### src/rtl/mem_ctrl.sv
// mem_ctrl: memory-side responder for the icache miss port and the LSB
// load/store port. Serializes 1/2/4-byte accesses onto a byte-wide
// synchronous RAM bus. Loads are reassembled little-endian and zero-extended.
// Every access ends with a one-cycle done pulse in the DONE state.
//
// Handshake: a requester raises its req_flag and holds it until it sees its
// out_flag high for one cycle. It drops the flag on the edge that leaves
// DONE, and DONE never samples requests, so no access is ever duplicated.

module mem_ctrl #(
    parameter logic [31:0] IO_BASE = 32'h0003_0000
) (
    input  logic        clk,
    input  logic        reset,
    input  logic        ready,
    input  logic        clear,
    input  logic        ic_req_flag,
    input  logic [31:0] ic_pc,
    output logic        ic_out_flag,
    output logic [31:0] ic_ins,
    input  logic        ls_req_flag,
    input  logic        ls_wr,
    input  logic [1:0]  ls_size,
    input  logic [31:0] ls_addr,
    input  logic [31:0] ls_wdata,
    output logic        ls_out_flag,
    output logic [31:0] ls_rdata,
    input  logic [7:0]  ram_din,
    output logic [7:0]  ram_dout,
    output logic [31:0] ram_a,
    output logic        ram_wr,
    input  logic        io_buffer_full
);

    typedef enum logic [2:0] {
        IDLE     = 3'd0,
        IC_READ  = 3'd1,
        LS_READ  = 3'd2,
        LS_WRITE = 3'd3,
        DONE     = 3'd4
    } state_t;

    state_t      state;
    logic [31:0] base_addr;   // address of byte 0 of the current access
    logic [31:0] wdata_q;     // store data latched at acceptance
    logic [31:0] rbuf;        // partially assembled load result
    logic [2:0]  len;         // access length in bytes: 1, 2 or 4
    logic [2:0]  cnt;         // read: edge index; write: byte being written
    logic        wr_q;        // registered write strobe before gating

    logic [2:0]  cnt_inc;
    logic [1:0]  cap_idx;
    logic [1:0]  next_idx;
    logic [31:0] rd_next;
    logic [7:0]  wbyte_next;
    logic        io_stall;

    // Byte count for an LSB request; size 3 is treated as a word.
    function automatic logic [2:0] size_to_len(input logic [1:0] size);
        case (size)
            2'd0:    size_to_len = 3'd1;
            2'd1:    size_to_len = 3'd2;
            default: size_to_len = 3'd4;
        endcase
    endfunction

    assign cnt_inc  = cnt + 3'd1;
    // At read edge E(k+2) the byte captured is k, i.e. cnt-2 (mod 4).
    assign cap_idx  = cnt[1:0] - 2'd2;
    assign next_idx = cnt_inc[1:0];

    // IO writes wait while the IO buffer is full; reads are never stalled.
    assign io_stall = (state == LS_WRITE) && (ram_a >= IO_BASE) && io_buffer_full;

    // The write strobe is dropped while frozen or stalled so the byte is
    // re-issued once the bus can take it.
    assign ram_wr = wr_q && ready && !io_stall;

    // Merge the byte arriving on ram_din into its lane of the load result.
    always_comb begin
        rd_next = rbuf;
        case (cap_idx)
            2'd0: rd_next[7:0]   = ram_din;
            2'd1: rd_next[15:8]  = ram_din;
            2'd2: rd_next[23:16] = ram_din;
            2'd3: rd_next[31:24] = ram_din;
            default: rd_next = rbuf;
        endcase
    end

    // Select the next store byte to put on ram_dout.
    always_comb begin
        wbyte_next = wdata_q[7:0];
        case (next_idx)
            2'd0: wbyte_next = wdata_q[7:0];
            2'd1: wbyte_next = wdata_q[15:8];
            2'd2: wbyte_next = wdata_q[23:16];
            2'd3: wbyte_next = wdata_q[31:24];
            default: wbyte_next = wdata_q[7:0];
        endcase
    end

    // Main controller: arbitration, byte sequencing, result return.
    always_ff @(posedge clk or negedge reset) begin
        if (!reset) begin
            state       <= IDLE;
            base_addr   <= 32'h0;
            wdata_q     <= 32'h0;
            rbuf        <= 32'h0;
            len         <= 3'd0;
            cnt         <= 3'd0;
            wr_q        <= 1'b0;
            ic_out_flag <= 1'b0;
            ic_ins      <= 32'h0;
            ls_out_flag <= 1'b0;
            ls_rdata    <= 32'h0;
            ram_a       <= 32'h0;
            ram_dout    <= 8'h0;
        end else if (ready) begin
            case (state)
                IDLE: begin
                    // A flush in IDLE discards this cycle's request.
                    if (!clear) begin
                        if (ls_req_flag) begin
                            base_addr <= ls_addr;
                            ram_a     <= ls_addr;
                            len       <= size_to_len(ls_size);
                            wdata_q   <= ls_wdata;
                            rbuf      <= 32'h0;
                            if (ls_wr) begin
                                cnt      <= 3'd0;
                                ram_dout <= ls_wdata[7:0];
                                wr_q     <= 1'b1;
                                state    <= LS_WRITE;
                            end else begin
                                cnt   <= 3'd1;
                                state <= LS_READ;
                            end
                        end else if (ic_req_flag) begin
                            base_addr <= ic_pc;
                            ram_a     <= ic_pc;
                            len       <= 3'd4;
                            rbuf      <= 32'h0;
                            cnt       <= 3'd1;
                            state     <= IC_READ;
                        end
                    end
                end

                IC_READ, LS_READ: begin
                    if (clear) begin
                        // Reads are speculative and can be abandoned silently.
                        state <= IDLE;
                        wr_q  <= 1'b0;
                        cnt   <= 3'd0;
                    end else begin
                        if (cnt >= 3'd2) begin
                            rbuf <= rd_next;
                        end
                        if (cnt < len) begin
                            ram_a <= base_addr + {29'h0, cnt};
                        end
                        if (cnt == len + 3'd1) begin
                            state <= DONE;
                            cnt   <= 3'd0;
                            if (state == IC_READ) begin
                                ic_ins      <= rd_next;
                                ic_out_flag <= 1'b1;
                            end else begin
                                ls_rdata    <= rd_next;
                                ls_out_flag <= 1'b1;
                            end
                        end else begin
                            cnt <= cnt_inc;
                        end
                    end
                end

                LS_WRITE: begin
                    // Stores are committed: clear is ignored here.
                    if (!io_stall) begin
                        if (cnt_inc < len) begin
                            cnt      <= cnt_inc;
                            ram_a    <= base_addr + {29'h0, cnt_inc};
                            ram_dout <= wbyte_next;
                        end else begin
                            wr_q        <= 1'b0;
                            ls_out_flag <= 1'b1;
                            cnt         <= 3'd0;
                            state       <= DONE;
                        end
                    end
                end

                DONE: begin
                    // Requests are not sampled here; the requester is
                    // dropping its flag on this very edge.
                    ic_out_flag <= 1'b0;
                    ls_out_flag <= 1'b0;
                    state       <= IDLE;
                end

                default: begin
                    state       <= IDLE;
                    wr_q        <= 1'b0;
                    ic_out_flag <= 1'b0;
                    ls_out_flag <= 1'b0;
                end
            endcase
        end
    end

endmodule
### config.mk
export PLATFORM = sky130hd
export DESIGN_NAME = mem_ctrl
export DESIGN_NICKNAME = d
export VERILOG_FILES = /design/src/rtl/mem_ctrl.sv
export SDC_FILE = /design/constraint.sdc
export NUM_CORES = 1
export LEC_CHECK = 0
export ABC_AREA = 1
export BUFFER_PORTS_ARGS = -buffer_cell sky130_fd_sc_hd__buf_4
export CAP_MARGIN = 15
export CORE_AREA = 2 2 213 215
export CTS_BUF_LIST = sky130_fd_sc_hd__clkbuf_4
export DETAILED_ROUTE_END_ITERATION = 10
export DIE_AREA = 0 0 215 217
export MAX_ROUTING_LAYER = met4
export PLACE_DENSITY = 0.46
export SLEW_MARGIN = 25
export SYNTH_ARGS = -nofsm -noshare
export SYNTH_HDL_FRONTEND = slang
export SYNTH_SLANG_ARGS = --single-unit
### constraint.sdc
create_clock -name clk -period 2.5 [get_ports clk]
set_input_delay 0.25 -clock clk [delete_from_list [all_inputs] [get_ports clk]]
set_output_delay 0.25 -clock clk [all_outputs]
set_load 0.01 [all_outputs]
# [Yosys cells after proc, flatten, opt, wreduce, memory -nomap -nowiden]
# Index checks and enable logic that the tools add are counted.
[totals] word_cells=143 input_bits=114 out_inout_bits=107 reg_bits=212
[op_classes] eq_ne=27 n_lt_le_gt_ge=4 n_mux=62 bitwise_logic=5 add_sub_neg=5 reduce_logical=27
[op_table] cell="32-bit 2-to-1 mux" n=12
[op_table] cell="32-bit case mux with 3 select lines" n=1
[op_table] cell="8-bit 2-to-1 mux" n=9
[op_table] cell="32-bit by 3-bit adder with 32-bit output" n=2
[op_table] cell="32-bit case mux with 2 select lines" n=1
[op_table] cell="3-bit 2-to-1 mux" n=15
[op_table] cell="32-bit by 18-bit >= comparator with 1-bit output (second input constant)" n=1
[op_table] cell="8-bit case mux with 4 select lines" n=1
[op_table] cell="2-bit != test (second input constant)" n=12
[op_table] cell="5-bit AND reduction" n=4
[op_table] cell="3-bit case mux with 3 select lines" n=2
[op_table] cell="1-bit 2-to-1 mux" n=16
[op_table] cell="8-bit case mux with 2 select lines" n=1
[op_table] cell="8-bit AND reduction" n=2
[op_table] cell="7-bit AND reduction" n=2
[op_table] cell="6-bit AND reduction" n=2
[op_table] cell="2-bit equality test (second input constant)" n=4
[op_table] cell="4-bit AND reduction" n=2
[op_table] cell="3-bit by 1-bit adder with 3-bit output (second input constant)" n=2
[op_table] cell="2-bit by 1-bit equality test with 1-bit output (second input constant)" n=3
[op_table] cell="3-bit by 2-bit equality test with 1-bit output (second input constant)" n=2
[op_table] cell="2-bit zero test" n=3
[op_table] cell="3-bit < comparator" n=2
[op_table] cell="3-bit != test (second input constant)" n=2
[op_table] cell="17 further kinds" n=27

# [Longest topological paths before layout]
[depth] ltp_word=6 ltp_mapped=18 ltp_nobuf=16

# [Worst setup path before layout]
# OpenSTA, ideal clock, no wires.
[synth_path] kind="flip-flop to flip-flop" start="register cnt[0]" end="register ram_a[27]" setup_slack_ps=-65 stages_incl_launch_ff=17 t_arrival_ps=2447 n_path_buf=3 t_required_ps=2382 cell_sequence="dfrtp_1 ha_1 clkbuf_1 buf_2 xor2_1 nand2_1 o21ai_0 ha_1 clkbuf_1 nand2_1 nand2_1 nor2_1 nor2_1 nand3b_1 nand3_1 nand3_1 nand2_1"
[synth_via] elab_chain_cells=5 elab_cells_between_ends=13 classes_between="3 x add/sub; 2 x order compare; 2 x eq/ne; 5 x mux; 1 x reduce/logical"
[synth_rtl] item="start: declaration" line="48" rtl="logic [2:0] cnt;"
[synth_rtl] item="start signal: assignment" line="174" rtl="cnt <= cnt_inc;"
[synth_rtl] item="start signal: assignment" line="183" rtl="cnt <= cnt_inc;"
[synth_rtl] item="3-bit by 1-bit adder with 3-bit output" line="67" rtl="assign cnt_inc = cnt + 3'd1;"
[synth_rtl] item="32-bit by 3-bit adder with 32-bit output" line="184" rtl="ram_a <= base_addr + {29'h0, cnt_inc};"
[synth_rtl] item="32-bit 2-to-1 mux" line="182" rtl="if (cnt_inc < len) begin"
[synth_rtl] item="32-bit 2-to-1 mux" line="181" rtl="if (!io_stall) begin"
[synth_rtl] item="32-bit case mux with 3 select lines" line="120" rtl="case (state)"
[synth_rtl] item="end signal: assignment" line="126" rtl="ram_a <= ls_addr;"
[synth_rtl] item="end signal: assignment" line="141" rtl="ram_a <= ic_pc;"
[synth_rtl] item="end signal: assignment" line="184"
[synth_rtl] item="end: declaration" line="30" rtl="output logic [31:0] ram_a,"
# Parallel ways exist; a longest one is shown, timed or not. The select of a mux whose other input is x is not followed.
# A chain may end at the register's enable or synchronous reset.

# [Worst setup path in the final report]
[layout_path] start="register state[2]" end="register ram_a[20]"
[layout_via] elab_chain_cells=5 elab_cells_between_ends=16 classes_between="9 x eq/ne; 1 x mux; 6 x reduce/logical"
[layout_rtl] item="start: declaration" line="43" rtl="state_t state;"
[layout_rtl] item="start signal: assignment" line="106" rtl="state <= IDLE;"
[layout_rtl] item="start signal: assignment" line="134" rtl="state <= LS_WRITE;"
[layout_rtl] item="start signal: assignment" line="137" rtl="state <= LS_READ;"
[layout_rtl] item="3-bit by 2-bit equality test with 1-bit output" line="73, 120"
[layout_rtl] item="1-bit logical AND (2 in a row)" line="73" rtl="assign io_stall = (state == LS_WRITE) && (ram_a >= IO_BASE) && io_buffer_full;"
[layout_rtl] item="2-bit != test (no line)"
[layout_rtl] item="8-bit AND reduction (no line)"
[layout_rtl] item="end signal: assignment" line="126"
[layout_rtl] item="end signal: assignment" line="141"
[layout_rtl] item="end signal: assignment" line="161" rtl="ram_a <= base_addr + {29'h0, cnt};"
# Parallel ways exist; a longest one is shown, timed or not.

==> impl_metrics.py <==
metrics = {
    "place": {
        "place_area_mm2": 0.0134,
        "port_buffers": 220,
        "hpwlAfterDp_um": 26500,
        "place_congestion": 0.906,
        "place_inst": 2220,
    },
    "synthesis": {
        "ys_seq_area_frac": 0.482,
        "async_reset_ff_frac": 1.00,
        "synth_nets": 1561,
        "synth-seq-cells": 212,
        "synth_cell_type_count": 37,
        "avgSynthCellArea_um2": 7.69,
        "synth_edf_count": 0,
        "syn_inst": 1429,
        "synth_flop_cell": "dfrtp_1",
        "yosysWarnings": 0,
        "synthesis.area_mm2": 0.0110,
    },
    "critical_path": {
        "critPathKind": "reg2reg",
        "critPathBufInv": 4,
        "startpoint_type": "flip-flop",
        "critPathMaxFanout": 5,
        "crit_arrival_ns": 3.01,
        "endpoint_kind": "flip-flop",
        "cp.required_ns": 3.10,
        "critPathMaxStageDelay_ns": 0.43,
        "cp_cell_sequence": "inv_2 > nand2_2 > nor2_4 > buf_6 > xor2_1 > ha_2 > fa_2 > nand3_2 > nand2_4 > buf_4 > buf_4 > nand3b_1 > nand3_1 > nand3_1 > nand2_1",
        "reg2reg_from": "state[2]",
        "slowest_stage": "fa_2",
        "cpLargestDelayFamily": "simple AND/OR/NAND/NOR gates",
        "r2r_slack_ns": 0.09,
        "reg2reg_to": "ram_a[20]",
        "timing.critical_path.from": "state[2]",
        "r2r_cells": 15,
    },
    "sta": {
        "min_period_ns": 2.41,
        "fmax_mhz": 414,
        "setup_viol": 0,
        "rsz0062_at_grt": "yes",
        "worstMarginPinSlew_ns": 0.707,
        "final_max_slew_viol_count": 0,
        "relSlewSlack": 0.529,
        "clock_skew_ns": 0.0501,
        "hold_viol": 0,
        "min_period_over_period": 0.966,
    },
    "route": {
        "vias": 10800,
        "drtIter0Drc": 694,
        "vias_per_cell": 4.42,
        "wl_um": 37500,
        "final_antenna_net_count": 0,
        "dr.pass1.iters": 5,
        "routedWlPerCell_um": 15.3,
        "drc": 0,
    },
    "min_path": {
        "holdCritStartpoint": "ls_addr[3]",
        "hold-path-cell-count": 7,
        "hp-class": "in2reg",
        "whs_endpoint": "ram_a[3]",
    },
    "floorplanning": {
        "std_cell_rows": 78,
        "ioPinCount": 221,
        "die_area_mm2": 0.0467,
        "die_y_um": 217,
        "coreArea_mm2": 0.0447,
        "initial_utilization": 0.246,
        "die_width_um": 215,
    },
    "global_route": {
        "grt_pass1_wl_um": 59800,
        "grt_max_degree": 75,
        "grt_remaining_overflow": 0,
        "grt_pass1_vias": 10800,
        "antenna_found_initial": 2,
        "grt_usage": 0.167,
    },
    "clocking": {
        "cts.sinks": 212,
        "numCtsBuffers": 67,
        "cts-htree-levels": 3,
        "clk_pin_slew_worst_paths_ns": 0.06,
        "clk_latency_ns": 0.73,
        "clockBufferDepth": 3,
        "cts_tree": "built",
        "cts-root-buf": "clkbuf_4",
    },
    "power_and_ir_drop": {
        "p_comb_frac": 0.455,
        "swShare": 0.427,
        "p_per_area_mw_per_mm2": 1100,
        "peakVddDrop_mv": 0.423,
        "internal_power_mw": 9.82,
        "p_seq_frac": 0.345,
        "pwr-share-clk": 0.200,
        "p_switching_mw": 7.31,
        "leakagePower_nw": 7.52,
        "power_mw": 17.1,
    },
    "final_layout": {
        "finalNonFillerCells": 2455,
        "fin_area_mm2": 0.0156,
        "drive_gt1_frac": 0.256,
        "fillers": 4834,
        "finalNetCount": 1946,
        "syn_to_final_growth_pct": 41.5,
    },
    "run_status": {
        "status": "finished clean",
    },
    "flow_run": {
        "drv_cap": 0,
    },
}
## cell families after synthesis
family,synth area share
buf+inv,0.0551
fa+ha+maj,0.0212
compound gates,0.117
flops,0.482
simple gates,0.308
xor+xnor,0.00319
mux,0.0137
## worst max path at each step
| stage | endpoint | depth (start not counted) | slack (ns) |
|---|---|---|---|
| 6_report | ram_a[20] | 15 | 0.09 |
| 5_1_grt | ram_a[30] | 16 | -0.04 |
| 4_1_cts | ram_wr | 8 | 0.003 |
| 3_5_place_dp | ram_a[31] | 14 | -0.05 |
| 3_3_place_gp | ram_a[31] | 14 | 0.06 |
| 2_1_floorplan | ram_a[8] | 15 | 0.004 |
## layout make-up
class	count	area, µm²	area share
Timing Repair Buffer	379	3200	0.206
Sequential cell	212	5310	0.341
Inverter	77	294	0.0189
Tap cell	600	751	0.0482
Antenna cell	2	5.00	0.000322
Clock inverter	20	143	0.00917
Multi-Input combinational cell	1077	5200	0.334
Clock buffer	88	661	0.0425
## synthesized netlist by cell type (12+ instances only)
library cell,count,share of area
nand2_1,562,0.19
o21ai_0,124,0.056
mux2i_1,15,0.014
nand3_1,91,0.041
o21ai_1,39,0.018
or2_2,32,0.018
ha_1,17,0.019
o21ai_2,23,0.018
inv_1,65,0.022
nor2_1,94,0.032
inv_2,12,0.0041
dfrtp_1,212,0.48
a21oi_1,13,0.0059
a31oi_1,13,0.0074
buf_2,13,0.0059
clkbuf_1,33,0.011
## layer usage
layer	part of all wire	GRT usage	wire (µm)
met5	0	-	0
met4	0.020	0.0559	734
met3	0.051	0.0324	1920
met2	0.45	0.253	17000
met1	0.48	0.224	17900
## what timing repair did
item,4_1_cts,5_1_grt
buffers inserted,3,6
setup endpoints to repair,10,33
resized for setup,11,36
hold buffers,116,0
pin swaps,2,11
endpoints found under the hold margin,248,0
## power by group through the flow
stage / Sequential [mW] / Combinational, mW / Clock, mW
finish: 5.91 / 7.80 / 3.43
global route: 6.09 / 8.79 / 3.79
CTS: 5.90 / 7.72 / 3.61
detailed placement: 5.94 / 7.40 / 0
global placement: 5.95 / 7.34 / 0
floorplan: 5.92 / 4.31 / 0
## worst reg2reg max path, cell delays in order (launching register included)
cell and delay (ns):
dfrtp_1 0.39, inv_2 0.09, nand2_2 0.08, nor2_4 0.12, buf_6 0.13, xor2_1 0.07, ha_2 0.20, fa_2 0.43
nand3_2 0.11, nand2_4 0.09, buf_4 0.15, buf_4 0.13, nand3b_1 0.08, nand3_1 0.10, nand3_1 0.11, nand2_1 0.05
## placed cells by master (no fill, tap or decap), drive strengths merged, types with 17 or more instances in the layout
cell / instances
inv: 78
dfrtp: 212
nand2: 567
ha: 17
buf: 263
o21ai: 186
nand3: 93
clkbuf: 88
or2: 33
nor2: 100
dlygate4sd3: 116
## per-stage QoR
stage | util | hold slack [ns] | setup slack (ns) | TNS [ns]
floorplan | - | -0.0456 | 0.00419 | 0
global placement | 0.299 | 0.308 | 0.0587 | 0
detailed placement | 0.299 | 0.314 | -0.0527 | -0.0528
CTS | 0.345 | 0.00875 | 0.00318 | 0
global route | 0.348 | 0.115 | -0.0369 | -0.153
finish | 0.348 | 0.106 | 0.0857 | 0
## sequential cells by signal, summed over array words and instances, names as in the netlist
| signal | cells |
|---|---|
| base_addr | 32 |
| cnt | 3 |
| ic_ins | 32 |
| ic_out_flag | 1 |
| len | 3 |
| ls_out_flag | 1 |
| ls_rdata | 32 |
| ram_a | 32 |
| ram_dout | 8 |
| rbuf | 32 |
| state | 3 |
| wdata_q | 32 |
| wr_q | 1 |
Power figures use the tool's default switching activity.
